## src/rtl/avg_scheduler_pkg.sv

```systemverilog
// Shared types and constants for the channel-averager scheduler.
package glue_pkg;

    localparam int NUM_CH   = 16;
    localparam int SAMPLE_W = 32;
    localparam int AVG_LOG2 = 3;
    localparam int CRC_W    = 16;

    typedef enum logic [1:0] {
        IDLE    = 2'd0,
        ISSUE   = 2'd1,
        READ    = 2'd2,
        PRESENT = 2'd3
    } sched_state_t;

    // Sample of channel ch from a flat sample buffer, ch0 in the MSBs.
    function automatic logic [SAMPLE_W-1:0] sample_slice(
        input logic [NUM_CH*SAMPLE_W-1:0] pbuf,
        input logic [$clog2(NUM_CH)-1:0]  ch
    );
        logic [SAMPLE_W-1:0] s;
        s = '0;
        for (int k = 0; k < NUM_CH; k++) begin
            if ($clog2(NUM_CH)'(k) == ch)
                s = pbuf[(NUM_CH-1-k)*SAMPLE_W +: SAMPLE_W];
        end
        return s;
    endfunction

endpackage

```

## src/rtl/avg_scheduler_sat_counter.sv

```systemverilog
// Saturating up-counter with asynchronous active-low clear.
module sat_counter #(
    parameter int W = 8
) (
    input  logic         clk,
    input  logic         n_rst,
    input  logic         i_inc,
    output logic [W-1:0] o_cnt
);

    logic [W-1:0] r_cnt;

    // Count up on i_inc, hold at all-ones.
    always_ff @(posedge clk or negedge n_rst) begin
        if (!n_rst)
            r_cnt <= '0;
        else if (i_inc && (r_cnt != '1))
            r_cnt <= r_cnt + 1'b1;
    end

    assign o_cnt = r_cnt;

endmodule

```

## src/rtl/avg_scheduler.sv

```systemverilog
// Feeds latched packets channel by channel into the shared averager, and after a
// full averaging window collects every channel's result into one output frame.
module avg_scheduler
    import glue_pkg::*;
#(
    parameter int NUM_CH   = glue_pkg::NUM_CH,
    parameter int SAMPLE_W = glue_pkg::SAMPLE_W,
    parameter int AVG_LOG2 = glue_pkg::AVG_LOG2,
    parameter int PKT_W    = NUM_CH*SAMPLE_W + glue_pkg::CRC_W
) (
    input  logic                        clk,
    input  logic                        n_rst,
    input  logic                        i_pkt_valid,
    input  logic [PKT_W-1:0]            i_pkt_data,
    output logic                        o_pkt_ack,
    output logic                        o_avg_req,
    output logic [$clog2(NUM_CH)-1:0]   o_avg_ch,
    output logic [SAMPLE_W-1:0]         o_avg_sample,
    output logic                        o_avg_clear,
    input  logic                        i_avg_gnt,
    output logic                        o_res_req,
    output logic [$clog2(NUM_CH)-1:0]   o_res_ch,
    input  logic                        i_res_valid,
    input  logic [SAMPLE_W-1:0]         i_res_data,
    output logic                        o_out_valid,
    output logic [NUM_CH*SAMPLE_W-1:0]  o_out_data,
    input  logic                        i_out_ack,
    output logic                        o_busy,
    output logic [7:0]                  o_drop_cnt
);

    localparam int CH_W = $clog2(NUM_CH);

    sched_state_t r_state, w_next;
    logic [CH_W-1:0]                  r_ch;
    logic [AVG_LOG2-1:0]              r_pkt_cnt;
    // Element NUM_CH-1 holds channel 0 so the packed layout matches the bus
    // order; channel ch therefore lives at index ~ch (NUM_CH is a power of two).
    logic [NUM_CH-1:0][SAMPLE_W-1:0]  r_buf;
    logic [NUM_CH-1:0][SAMPLE_W-1:0]  r_out;

    logic              w_last_ch;
    logic              w_win_end;
    logic              w_drop;
    logic [CRC_W-1:0]  w_crc_unused;

    assign w_last_ch    = (r_ch == CH_W'(NUM_CH-1));
    assign w_win_end    = &r_pkt_cnt;
    assign w_drop       = i_pkt_valid && (r_state != IDLE);
    // CRC was already checked upstream; only the samples are kept.
    assign w_crc_unused = i_pkt_data[CRC_W-1:0];

    // State register.
    always_ff @(posedge clk or negedge n_rst) begin
        if (!n_rst)
            r_state <= IDLE;
        else
            r_state <= w_next;
    end

    // Next-state decode.
    always_comb begin
        w_next = r_state;
        case (r_state)
            IDLE:    if (i_pkt_valid) w_next = ISSUE;
            ISSUE:   if (i_avg_gnt && w_last_ch) w_next = w_win_end ? READ : IDLE;
            READ:    if (i_res_valid && w_last_ch) w_next = PRESENT;
            PRESENT: if (i_out_ack) w_next = IDLE;
            default: w_next = IDLE;
        endcase
    end

    // Packet latch, channel pointer, window counter and result gathering.
    always_ff @(posedge clk or negedge n_rst) begin
        if (!n_rst) begin
            r_ch      <= '0;
            r_pkt_cnt <= '0;
            r_buf     <= '0;
            r_out     <= '0;
        end else begin
            case (r_state)
                IDLE: if (i_pkt_valid) begin
                    r_buf <= i_pkt_data[PKT_W-1:CRC_W];
                    r_ch  <= '0;
                end
                ISSUE: if (i_avg_gnt) begin
                    if (w_last_ch) begin
                        r_ch      <= '0;
                        r_pkt_cnt <= r_pkt_cnt + 1'b1;
                    end else begin
                        r_ch <= r_ch + 1'b1;
                    end
                end
                READ: if (i_res_valid) begin
                    r_out[~r_ch] <= i_res_data;
                    r_ch         <= w_last_ch ? '0 : r_ch + 1'b1;
                end
                default: ;
            endcase
        end
    end

    // Per-state handshake outputs; request fields read zero when not requesting.
    always_comb begin
        o_pkt_ack    = 1'b0;
        o_avg_req    = 1'b0;
        o_avg_ch     = '0;
        o_avg_sample = '0;
        o_avg_clear  = 1'b0;
        o_res_req    = 1'b0;
        o_res_ch     = '0;
        o_out_valid  = 1'b0;
        case (r_state)
            IDLE:    o_pkt_ack = i_pkt_valid;
            ISSUE: begin
                o_avg_req    = 1'b1;
                o_avg_ch     = r_ch;
                o_avg_sample = r_buf[~r_ch];
                o_avg_clear  = (r_pkt_cnt == '0);
            end
            READ: begin
                o_res_req = 1'b1;
                o_res_ch  = r_ch;
            end
            PRESENT: o_out_valid = 1'b1;
            default: ;
        endcase
    end

    assign o_busy     = (r_state != IDLE);
    assign o_out_data = r_out;

    sat_counter #(.W(8)) u_drop_cnt (
        .clk   (clk),
        .n_rst (n_rst),
        .i_inc (w_drop),
        .o_cnt (o_drop_cnt)
    );

endmodule

```

## config.mk

```make
export PLATFORM = sky130hd
export DESIGN_NAME = avg_scheduler
export DESIGN_NICKNAME = d
export VERILOG_FILES = /design/src/rtl/avg_scheduler_pkg.sv /design/src/rtl/avg_scheduler_sat_counter.sv /design/src/rtl/avg_scheduler.sv
export SDC_FILE = /design/constraint.sdc
export NUM_CORES = 1
export LEC_CHECK = 0
export BUFFER_PORTS_ARGS = -buffer_cell sky130_fd_sc_hd__buf_4
export CAP_MARGIN = 40
export CORE_AREA = 2 2 446 448
export CTS_BUF_LIST = sky130_fd_sc_hd__clkbuf_8
export DETAILED_ROUTE_END_ITERATION = 7
export DIE_AREA = 0 0 448 450
export SYNTH_ARGS = -nofsm -noshare
export SYNTH_HDL_FRONTEND = slang
export SYNTH_HIERARCHICAL = 1
export SYNTH_SLANG_ARGS = --single-unit
```

## constraint.sdc

```tcl
create_clock -name clk -period 3.55 [get_ports clk]
set_input_delay 0.71 -clock clk [delete_from_list [all_inputs] [get_ports clk]]
set_output_delay 0.71 -clock clk [all_outputs]
set_load 0.01 [all_outputs]
```

* After elaboration in Yosys (flattened, before gate mapping)
Cells that the tools add are included.
** Word-level totals
- Register bits after elaboration :: 1041
- Bits in latches :: 0
- Memory bits (writable) :: 0
- Bits in read-only memories :: 0
- Input port bits :: 566
- Output and inout port bits :: 566
- Word-level logic and storage cells :: 92
- Memories kept :: 0
** Operators by class
- Add/subtract/negate cells :: 3
- Multipliers :: 0
- Divide/modulo/power cells :: 0
- $lt $le $gt $ge :: 2
- Equal/unequal tests :: 11
- Shift-type cells :: 0
- Muxes and demuxes :: 24
- Bitwise gates (word level) :: 1
- Reductions and logical operators :: 15
** Operators with widths (number)
- 512-bit bitwise mux :: 1
- 32-bit binary-select mux with 4-bit select :: 1
- 32-bit demux with 4-bit select :: 1
- 32-bit 2-to-1 mux :: 3
- 4-bit 2-to-1 mux :: 6
- 2-bit != test (second input constant) :: 6
- 4-bit case mux with 3 select lines :: 1
- 2-bit 2-to-1 mux :: 5
- 8-bit by 1-bit adder with 8-bit output (second input constant) :: 1
- 8-bit != test (second input constant) :: 1
- 2-bit case mux with 4 select lines :: 1
- 4-bit AND reduction :: 2
- 3-bit AND reduction :: 2
- 1-bit logical AND :: 5
- 4-bit by 5-bit < comparator with 1-bit output (second input constant) :: 1
- 1-bit 2-to-1 mux :: 5
- 4-bit by 1-bit adder with 4-bit output (second input constant) :: 1
- 2-bit equality test (second input constant) :: 2
- 4-bit equality test (second input constant) :: 1
- 4-bit by 1-bit >= comparator with 1-bit output (second input constant) :: 1
- 4-bit inverter :: 1
- 2-bit AND reduction :: 2
- 3-bit by 1-bit adder with 3-bit output (second input constant) :: 1
- 3-bit logical NOT :: 1
- other kinds (4) :: 4

* Logic depth before layout (Yosys ltp)
- Word-level depth :: 6
- Mapped depth :: 10
- Depth with buffers taken out :: 6

* Cells and area by module
The synthesis kept the hierarchy.
** Modules (own cells, without submodules)
- avg_scheduler :: instances 1, cells an instance 2669, area each 43237.7 um2, seq. area each 25849.8 um2
- sat_counter :: instances 1, cells an instance 34, area each 407.9 um2, seq. area each 200.2 um2

* Worst setup path before layout
OpenSTA, ideal clock, no wires.
- Kind :: flip-flop to output port
- From :: reg with a tool-made name
- To :: out o_avg_sample[12]
- Arrival :: 1.642 ns
- Data required time :: 2.840 ns
- Slack :: 1.198 ns
- Cell stages (with the launch flop) :: 9
- Buffers on the path :: 2
- Cell sequence :: dfrtp_1 inv_1 ha_1 clkbuf_2 inv_2 nor2_2 clkbuf_1 a22oi_1 o21ai_0
** RTL lines
- end, declared :: RTL line avg_scheduler.sv:18 : output logic [SAMPLE_W-1:0] o_avg_sample,

* Final worst setup path
- From :: reg r_ch[0]
- To :: out o_avg_sample[23]
** Between the ends
- Cells in the longest elaborated chain, start to end :: 4
** RTL lines
- start, declared :: RTL line avg_scheduler.sv:35 : logic [CH_W-1:0] r_ch;
- start signal, assigned :: RTL line avg_scheduler.sv:91 : r_ch <= r_ch + 1'b1;
- start signal, assigned :: RTL line avg_scheduler.sv:96 : r_ch <= w_last_ch ? '0 : r_ch + 1'b1;
- 4-bit inverter :: RTL line avg_scheduler.sv:118 : o_avg_sample = r_buf[~r_ch];
- 32-bit binary-select mux with 4-bit select :: RTL line avg_scheduler.sv:118
- 32-bit 2-to-1 mux (not written as such) :: RTL line avg_scheduler.sv:118
- 32-bit 2-to-1 mux :: RTL line avg_scheduler.sv:113 : case (r_state)
Every way passes these cells. The select of a mux whose other input is x is not followed.

==> results.cfg <==
[yosys]
synth_top_family_by_area = multiplexers
syn_avg_cell_area_sq_um = 16.1
ys_ff_latch = 1041
synthTopCellsByArea = dfrtp_1 60%, mux2_2 27%, mux4_2 3.3%
synth_simple_gate_area_frac = 0.0149
netlist_instances = 2703
synth_xor_area_frac = 0.000602
synth_edf_count = 0
mappedNetlistArea_sq_mm = 0.0436
ys_warn_count = 6
synth-compound-area-share = 0.0253
synth_ff_type = dfrtp_1
synth.area.mux_share = 0.330
yosysTopAreaCellShare = 0.597
post_synth_num_cell_types = 61
netlist.top_cell.by_area = dfrtp_1
synthAdderAreaFrac = 0.00344
async_flop_share = 1.00
ys_seq_area_frac = 0.597
syn_nets = 3281

[sta]
rsz0062_at_grt = true
fin_crit_sh = 1.06
setup_violations = 32
hold_viol = 0
period_needed_ns = 3.76
holdWs_ns = 0.153
setup_slack_ns = -0.214
worst_pin_slew_ns = 0.875
maxSlewHeadroom = 0.417
worst_clock_skew_ns = 0.0450
slew_viol_final = 0
fmax_ghz = 0.266

[power]
p_switching_mw = 14.3
p_comb_frac = 0.352
ir_worst_vdd_mv = 0.511
power_density_mw_per_mm2 = 675
swShare = 0.322
power.internal_mw = 30.1
seqPwrFrac = 0.391
leakagePower_nw = 31.1
clock_power_share = 0.257

[clock_tree]
path_clk_slew_ns = 0.06
cts_buffers = 182
cts_sinks = 1041
clkLatencyLatePin_ns = 0.95
clock_path_buffers = 3
htree_levels = 4
cts_root_buffer = clkbuf_8
cts_tree = built

[global_route]
use_met2 = 0.303
met3_usage = 0.0368
top_usage_layer = met2
grt_pass1_vias = 33700
grt-ovfl-total = 0
grt_pass1_wl_um = 237000
grtUsageTotal = 0.162
grt_util_met1 = 0.165
antenna_found_initial = 39
grt_max_degree = 98

[final_layout]
fillers = 19300
final_cell_mix = 1174 x buf_4, 1037 x dfrtp_1, 1029 x mux2_2
nets = 5058
design_area_sq_mm = 0.0658
areaGrowthSynthToFinish_pct = 50.8
layout-drive-gt1-share = 0.597
layout.cells.non_filler = 7301
final_common_cell = buf_4

[worst_setup_path]
slowest_stage = mux4_2
worstReg2RegEnd = o_out_data[274]
crit_type = reg -> out
crit_fanout = 9
reg2reg_slack_ns = 0.66
start_kind = flop
cp.arrival_ns = 3.05
worst_r2r_startpoint = r_state[0]
crit_end = o_avg_sample[23]
startpoint = r_ch[0]
worstPathRequired_ns = 2.84
worst_path_most_repeated_cell = buf_12
rr_worst_depth = 7
endpoint_kind = output pin
path_cells = buf_12 > buf_12 > buf_12 > mux4_2 > a22oi_2 > o21ai_4 > buf_6
cp_slowest_stage_delay_ns = 0.51

[hold_path]
hold_path_class = in -> reg
holdPathStages = 3

[route]
dr.first_iter.drc_count = 1239
drc = 0
vias = 30800
drt_first_pass_iters = 5
via_per_inst = 4.22
routed_wl_um = 168000
wire_per_inst_um = 23.0
ant_nets = 0

[floorplan]
rows = 163
dieArea_sq_mm = 0.202
start_util = 0.222
coreArea_sq_mm = 0.197
chipWidth_um = 448
io_pins = 1132
fp.dieH_um = 450

[placed_design]
dpl.cell_count = 6385
place_area_sq_mm = 0.0556
numPortBuffers = 1115
routabilityCongestion = 0.818
pre_cts_ws_ns = -0.00168
hpwl_um = 120000

[run]
drv_cap = 0

[outcome]
status = finished, violations left
violations = setup timing
-- state kept, by name, summed over array words and instances (netlist names), named ones only --
signal            count
r_pkt_cnt             3
o_out_data          512
r_ch                  4
r_state               1
u_drop_cnt/o_cnt      8
r_buf               512
-- synth_stat cells (2+ instances only) --
cell      count
dfrtp_1    1041
mux2_2     1029
buf_2        84
mux2i_1      65
mux4_2       64
a22oi_1      63
mux2_1       62
clkbuf_1     54
buf_6        45
o221ai_1     31
o21ai_1      27
ha_1         12
nand2_1      11
o21ai_0      11
inv_1        10
nor2_1        9
nor2_8        9
and2_1        6
buf_4         6
a21oi_1       4
nand2_8       4
nand3_4       4
nor2_4        4
nand2b_1      3
nand3_1       3
a31oi_1       2
a41oi_1       2
buf_8         2
nor2b_1       2
o211ai_1      2
xnor2_1       2
-- layout make-up --
| class | count | area [sq um] | share of cell area |
|---|---|---|---|
| multi-input combinational | 1458 | 16900 | 0.256 |
| clock inverter | 93 | 656 | 0.00996 |
| sequential | 1041 | 26100 | 0.396 |
| tap | 2640 | 3300 | 0.0502 |
| timing repair buffer | 1786 | 15700 | 0.238 |
| clock buffer | 227 | 3120 | 0.0475 |
| antenna | 45 | 113 | 0.00171 |
| inverter | 11 | 41.3 | 0.000627 |
-- power groups by stage --
stage               sequential, mW  clock (mW)  combinational, mW
finish                        17.4        11.4               15.6
global route                  17.7        12.4               16.6
CTS                           17.3        11.8               15.4
detailed placement            17.5           0               13.6
global placement              17.4           0               13.4
floorplan                     16.9           0               8.35
-- worst min-delay path by stage --
stage | startpoint | end | slack, ns
2_1_floorplan | n_rst | asynchronous set/reset pin | 0.41
3_3_place_gp | o_out_data[20] | o_out_data[20] | 0.47
3_5_place_dp | o_out_data[109] | o_out_data[109] | 0.48
4_1_cts | i_out_ack | r_state[0] | 0.03
5_1_grt | i_out_ack | r_state[0] | 0.1
6_report | i_out_ack | r_state[0] | 0.15
-- kinds of logic (layout without fill, tap and decap cells) --
kind of cell | after synthesis | in the layout
AO/OA/AOI/OAI | 154 | 154
XOR/XNOR | 3 | 3
adder cells (fa/ha/maj) | 12 | 12
buffers and inverters | 204 | 2117
flip-flops | 1041 | 1041
multiplexers | 1221 | 1221
other | 0 | 45
AND/OR/NAND/NOR | 68 | 68
-- timing repair --
item,CTS,global route
setup buffers,26,5
pin swaps,29,17
endpoints found under the setup margin,32,32
cloned,3,5
hold endpoints to repair,547,0
hold buffers,513,0
resized for setup,127,28
-- through the flow --
step | total power [mW] | utilization | setup TNS [ns]
floorplan | 25.2 | - | 0
global placement | 30.8 | 0.283 | -0.0196
detailed placement | 31.1 | 0.283 | -0.00168
CTS | 44.5 | 0.333 | -10.26
global route | 46.7 | 0.335 | -9.97
finish | 44.4 | 0.335 | -5.11
-- layer usage --
metal,part of all wire,vias to the layer above
met1,0.35,15900
met3,0.055,372
li1,-,13500
met2,0.54,1049
met5,0.000089,-
met4,0.053,2
-- critical path: cells and delay by family, from the launching register on --
family                 cells  cell delay (ns)
muxes                      1             0.51
DFF                        1             0.43
AOI/OAI and AO/OA          2             0.56
buffers and inverters      4             0.58
Note: power is estimated with default switching activity, not from simulation.
